File: src/rtl/synapse_pkg.sv
// Shared constants and FSM encoding for the synapse weight loader.
package synapse_pkg;

   localparam int W_BITS = 2;
   localparam int DATA_W = 8;
   localparam int WPB    = DATA_W / W_BITS;

   typedef enum logic [1:0] {
      IDLE   = 2'd0,
      LOAD   = 2'd1,
      COMMIT = 2'd2
   } state_t;

endpackage

File: src/rtl/synapse_gate.sv
// Per-synapse gate: passes the weight when the synapse spikes, else zero.
module synapse_gate
   import synapse_pkg::*;
(
   input  logic              spike,
   input  logic [W_BITS-1:0] weight,
   output logic [W_BITS-1:0] wx
);

   assign wx = weight & {W_BITS{spike}};

endmodule

File: src/rtl/synapse_weight_loader.sv
// Weight frame loader and spike-gated wx bus driver.
// Build option: SHADOW_WEIGHTS_EN double-buffers weights, swapping on commit.
module synapse_weight_loader
   import synapse_pkg::*;
#(
   parameter int N_SYN = 32
)(
   input  logic                    clk,
   input  logic                    rst_n,
   input  logic                    load_start,
   input  logic [DATA_W-1:0]       load_data,
   input  logic                    load_valid,
   output logic                    load_ready,
   input  logic [N_SYN-1:0]        spike_in,
   output logic [N_SYN*W_BITS-1:0] wx_out,
   output logic                    weights_loaded,
   output logic                    load_busy
);

   localparam int NB = N_SYN / WPB;
   localparam int CW = (NB > 1) ? $clog2(NB) : 1;
   localparam int WW = N_SYN * W_BITS;

   state_t        state;
   state_t        state_n;
   logic [CW-1:0] byte_cnt;
   logic [CW-1:0] byte_cnt_n;
   logic          accept;
   logic          last;
   logic          commit;
   logic [WW-1:0] w_active;
   logic [WW-1:0] gated;

   assign load_ready = (state == LOAD);
   assign load_busy  = (state != IDLE);
   // A restart wins over a byte arriving in the same cycle
   assign accept = load_valid & load_ready & ~load_start;
   assign last   = (byte_cnt == CW'(NB - 1));
   assign commit = (state == COMMIT) & ~load_start;

   always_comb begin
      state_n    = state;
      byte_cnt_n = byte_cnt;
      if (load_start) begin
         state_n    = LOAD;
         byte_cnt_n = '0;
      end else begin
         case (state)
            IDLE: ;
            LOAD: begin
               if (accept) begin
                  if (last) begin
                     state_n    = COMMIT;
                     byte_cnt_n = '0;
                  end else begin
                     byte_cnt_n = byte_cnt + 1'b1;
                  end
               end
            end
            COMMIT: begin
               state_n    = IDLE;
               byte_cnt_n = '0;
            end
            default: state_n = IDLE;
         endcase
      end
   end

   always_ff @(posedge clk) begin
      if (!rst_n) begin
         state          <= IDLE;
         byte_cnt       <= '0;
         weights_loaded <= 1'b0;
      end else begin
         state    <= state_n;
         byte_cnt <= byte_cnt_n;
         if (load_start) begin
            weights_loaded <= 1'b0;
         end else if (commit) begin
            weights_loaded <= 1'b1;
         end
      end
   end

`ifdef SHADOW_WEIGHTS_EN
   logic [WW-1:0] w_shadow;

   always_ff @(posedge clk) begin
      if (!rst_n) begin
         w_shadow <= '0;
         w_active <= '0;
      end else begin
         if (accept) begin
            w_shadow[int'(byte_cnt)*DATA_W +: DATA_W] <= load_data;
         end
         if (commit) begin
            w_active <= w_shadow;
         end
      end
   end
`else
   always_ff @(posedge clk) begin
      if (!rst_n) begin
         w_active <= '0;
      end else if (accept) begin
         w_active[int'(byte_cnt)*DATA_W +: DATA_W] <= load_data;
      end
   end
`endif

   for (genvar j = 0; j < N_SYN; j++) begin : g_gate
      synapse_gate u_gate (
         .spike  (spike_in[j]),
         .weight (w_active[j*W_BITS +: W_BITS]),
         .wx     (gated[j*W_BITS +: W_BITS])
      );
   end

   always_ff @(posedge clk) begin
      if (!rst_n) begin
         wx_out <= '0;
      end else begin
         wx_out <= gated;
      end
   end

endmodule

File: config.mk
export PLATFORM = sky130hd
export DESIGN_NAME = synapse_weight_loader
export DESIGN_NICKNAME = d
export VERILOG_FILES = /design/src/rtl/synapse_pkg.sv /design/src/rtl/synapse_gate.sv /design/src/rtl/synapse_weight_loader.sv
export SDC_FILE = /design/constraint.sdc
export NUM_CORES = 1
export LEC_CHECK = 0
export ABC_AREA = 1
export CAP_MARGIN = 20
export CORE_MARGIN = 4
export CORE_UTILIZATION = 30
export DETAILED_ROUTE_END_ITERATION = 12
export PLACE_DENSITY = 0.51
export SYNTH_ARGS = -nofsm -noshare
export SYNTH_HDL_FRONTEND = slang
export SYNTH_SLANG_ARGS = --single-unit
export TNS_END_PERCENT = 30
File: constraint.sdc
create_clock -name clk -period 4 [get_ports clk]
set_clock_uncertainty 0.05 [all_clocks]
set_input_delay 0.4 -clock clk [delete_from_list [all_inputs] [get_ports clk]]
set_output_delay 0.4 -clock clk [all_outputs]
set_load 0.01 [all_outputs]
=== Word level (Yosys, flattened, before mapping) ===
Cells that the tools add are included.
Widths: inputs -> output; s select.

* Multiplexer cells: 8
* Bitwise logic cells: 38
* Add/subtract/negate cells: 2
* Equality and inequality tests: 8
* Shift-type cells: 2
* Reductions and logical operators: 7

{| class="wikitable"
|+ Operator list
! cell !! number
|-
| $and 2x2->2 || 32
|-
| $bwmux 64 || 1
|-
| $shift 8x33->64 const A || 1
|-
| $shiftx 8x33->64 || 1
|-
| $neg 6->33 || 1
|-
| $mux 3 || 2
|-
| $ne 3x2->1 const B || 2
|-
| $pmux 3 s2 || 1
|-
| $reduce_and 3->1 || 2
|-
| $mux 2 || 2
|-
| $ne 2x1->1 const B || 2
|-
| $pmux 2 s2 || 1
|-
| $reduce_bool 2->1 || 2
|-
| $add 3x1->3 const B || 1
|-
| $and 1x1->1 || 3
|-
| $eq 3x3->1 const B || 1
|-
| $not 1->1 || 3
|-
| $eq 2x1->1 const B || 1
|-
| $eq 2x2->1 const B || 1
|-
| $logic_not 2->1 || 1
|-
| $ne 2x2->1 const B || 1
|-
| $reduce_and 2->1 || 1
|-
| $reduce_or 2->1 || 1
|-
| $mux 1 || 1
|}

* Input port bits: 44
* Output and inout port bits: 67
* Register bits: 134
* Logic and storage cells: 71

=== Depth between registers and ports, before layout ===
* Depth after elaboration: 6
* Depth in mapped cells: 12
* Gate-level depth less buffers: 11

=== Cells and area by module ===
Synthesis repeated with hierarchy kept, for this count alone.

* Cell total of the unflattened synthesis: 787
* Area total of the unflattened synthesis: 5497.8 um^2

{| class="wikitable"
|+ Modules (own cells, without submodules)
! module !! cells each !! area an instance (um^2) !! seq. area each (um^2) !! times used
|-
| synapse_weight_loader || 659 || 5017.3 || 2682.6 || 1
|-
| synapse_gate || 4 || 15.0 || 0.0 || 32
|}

=== Worst setup path after synthesis ===
OpenSTA, ideal clock, no wires.

* Path type: reg-to-reg
* Start: register byte_cnt[0]
* End: register w_active[48]
* Path buffers: 1
* Library setup time: 0.113 ns
* Arrival time: 1.837 ns
* Stages on the path, launching flop included: 11
* Required time: 3.837 ns
* Setup slack: 2.000 ns
* Clock period less this slack: 2.000 ns
* Cells stage by stage: dfxtp_1 -> inv_2 -> ha_1 -> ha_1 -> buf_2 -> inv_2 -> nand3_1 -> nor2_2 -> nand3_1 -> nand2_1 -> nor2_1

* Cells in the longest elaborated chain, start to end: 3
* Elaborated cells between the ends (all ways): 4
* Those cells by class: 1 x add/sub; 2 x shift; 1 x mux

{| class="wikitable"
|+ Ends and longest elaborated chain
! item !! RTL line !! source
|-
| from (decl) || synapse_weight_loader.sv:26 || <nowiki>logic [CW-1:0] byte_cnt;</nowiki>
|-
| from (signal assigned) || synapse_weight_loader.sv:76 || <nowiki>byte_cnt <= byte_cnt_n;</nowiki>
|-
| $neg 6->33 * || synapse_weight_loader.sv:106 || <nowiki>w_active[int'(byte_cnt)*DATA_W +: DATA_W] <= load_data;</nowiki>
|-
| $shiftx 8x33->64 / $shift 8x33->64 (equally long branches) || synapse_weight_loader.sv:106 ||
|-
| $bwmux 64 * || synapse_weight_loader.sv:106 ||
|-
| to (signal, indexed assignment) || synapse_weight_loader.sv:106 ||
|-
| to (decl) || synapse_weight_loader.sv:31 || <nowiki>logic [WW-1:0] w_active;</nowiki>
|}

Mark *: on every way between the ends. The rest lies on a longest branch, timed or not.
A chain may end at the register's enable or synchronous reset.

=== Final worst setup path ===
* Start: register byte_cnt[0]
* End: register w_active[28]

Same word-level chain as after synthesis.

==> impl_metrics.tcl <==
set metrics [dict create \
    hold_end "wx_out[4]" \
    power.leakage_nw 2.63 \
    h-tree-depth 4 \
    clk_pin_slew_ps 60 \
    cts_tree "yes" \
    synth_cell_type_count 22 \
    min_from "w_active[4]" \
    areaGrowthSynthToFinish_pct 38.7 \
    worstPathRequired_ps 4300 \
    ys_warn_count 0 \
    vias 4242 \
    n_fill_cell 1615 \
    grt_pass1_wl_um 21200 \
    setup_tns_ps 0 \
    r2r_start "byte_cnt[0]" \
    clockRootBuffer "clkbuf_16" \
    antenna_left 0 \
    synthCells 652 \
    grt_pass1_vias 4161 \
    cts_setup_buffers 0 \
    die_y_um 136 \
    dr.pass1.iters 5 \
    fin_crit_ps 2900 \
    worstPathMaxFanout 21 \
    start_kind "flop" \
    wl_per_cell_um 13.2 \
    rrSetupSlack_ps 1100 \
    worst_slew_pin_slew_ps 914 \
    switchingPower_uw 642 \
    io_pins 111 \
    rows 46 \
    fp.dieW_um 136 \
    p_per_area_nw_per_um2 453 \
    coreArea_um2 15900 \
    grt_max_degree 70 \
    worstHoldPathType "flop to flop" \
    viasPerCell 4.29 \
    routed_wl_um 13100 \
    worstHoldPathCells 2 \
    yosysSeqAreaShare 0.547 \
    grt_util_all_layers 0.148 \
    switching_share 0.209 \
    drt-initial-drc-count 218 \
    drive_gt1_frac 0.0699 \
    worst_setup_path_end_kind "flop" \
    ff2ff_path_depth 9 \
    rsz0062_at_grt "false" \
    clk_path_buf_depth 2 \
    numCtsBuffers 17 \
    p_comb_frac 0.040 \
    finalCritPeriodShare 0.726 \
    postSynthAreaPerCell_um2 7.52 \
    grt_overflow 0 \
    arrival_ps 3200 \
    antenna_cells 0 \
    setup_viol 0 \
    status "finished clean" \
    fin_util 0.427 \
    synthesis.area_um2 4900 \
    power_frac_clock 0.523 \
    dieArea_um2 18500 \
    cts_hold_buf 0 \
    irDropWorstVdd_v 0.000259 \
    routabilityCongestion 0.818 \
    port_buffers 110 \
    critPathKind "flop to flop" \
    start_util 0.308 \
    finalHoldViolCount 0 \
    drv_slew 0 \
    cts_resized 0 \
    antenna_found_initial 0 \
    clkLatencyLatePin_ps 410 \
    fmax_mhz 344 \
    power.internal_mw 2.44 \
    synth_nets 701 \
    ys_ff_latch 134 \
    maxCapViolations 0 \
    sequentialPowerShare 0.437 \
    slew_headroom 0.388 \
    hpwl_um 9450 \
    drc_errors 0 \
    final_nets 808 \
    r2r-end "w_active[28]" \
    cts_sinks 134 \
]
final cells by class:
type | instances | area, um^2 | area share
sequential | 134 | 2680 | 0.394
multi-input combinational | 449 | 1930 | 0.284
timing repair buffer | 113 | 1140 | 0.167
clock buffer | 18 | 429 | 0.0631
tap | 216 | 270 | 0.0397
clock inverter | 14 | 183 | 0.0269
inverter | 44 | 165 | 0.0243
layout by cell type (no fill, tap or decap), drive strengths merged:
cell type,instances
nor2,193
nand2,144
dfxtp,134
clkdlybuf4s50,109
nand3,49
inv,45
o21ai,24
clkbuf,18
a21oi,16
nor3,15
clkinv,7
ha,5
bufinv,4
buf,4
nand4,2
clkinvlp,2
nor3b,1
how the worst max path moves through the flow:
stage,cells after the start,startpoint,end
after CTS,9,byte_cnt[0],w_active[28]
after global routing,9,byte_cnt[0],w_active[28]
after global placement,9,byte_cnt[0],w_active[31]
after detailed placement,9,byte_cnt[0],w_active[24]
after floorplan,10,byte_cnt[0],w_active[48]
final,9,byte_cnt[0],w_active[28]
logic make-up (layout without fill, tap and decap cells):
family	count (synthesis)	count (layout)	share of synthesized area
AOI/OAI and AO/OA	40	40	0.0431
DFF	134	134	0.547
buffers and inverters	69	189	0.0587
and+or+nand+nor	404	404	0.339
adders and majority gates	5	5	0.0128
per-layer routing:
layer	GRT usage	up-vias	wire, um
li1	-	2243	-
met2	0.228	100	5860
met4	0.0661	0	267
met5	0	-	0
met1	0.193	1878	6330
met3	0.0426	21	608
cells in the mapped netlist (all sizes together):
cell / number / area share
nor2: 193 / 0.16
nand2: 144 / 0.11
dfxtp: 134 / 0.55
nand3: 49 / 0.050
inv: 43 / 0.033
o21ai: 24 / 0.024
a21oi: 16 / 0.019
buf: 15 / 0.017
nor3: 15 / 0.015
clkbuf: 10 / 0.0077
ha: 5 / 0.013
nand4: 2 / 0.0026
clkinv: 1 / 0.00076
nor3b: 1 / 0.0015
power by group through the flow:
stage / sequential, mW / combinational, mW / clock, mW
after global placement: 1.37 / 0.121 / 0
final: 1.34 / 0.124 / 1.61
after detailed placement: 1.37 / 0.121 / 0
after global routing: 1.34 / 0.137 / 1.71
after CTS: 1.34 / 0.122 / 1.66
after floorplan: 1.37 / 0.0517 / 0
stage by stage:
step	instances	total power [mW]	hold WS, ps	worst slack (ps)	area (um^2)
floorplan	652	1.42	360	2000	4900
global placement	955	1.49	371	1280	6160
detailed placement	955	1.49	369	1110	6160
CTS	987	3.13	379	1100	6780
global route	988	3.19	393	849	6800
finish	988	3.08	380	1100	6800
critical path, cell delays in order (launching register included):
cell and delay [ps]:
dfxtp_1 430, inv_2 150, ha_1 260, ha_1 660
nand2_1 130, nor2_2 600, nand2_2 240, inv_1 180
nor2_1 50, nor2_1 80
state kept, by name, indices dropped and copies added, names as in the netlist:
signal          count
w_active           64
state               2
weights_loaded      1
byte_cnt            3
wx_out             64
Note: power is estimated with default switching activity, not from simulation.
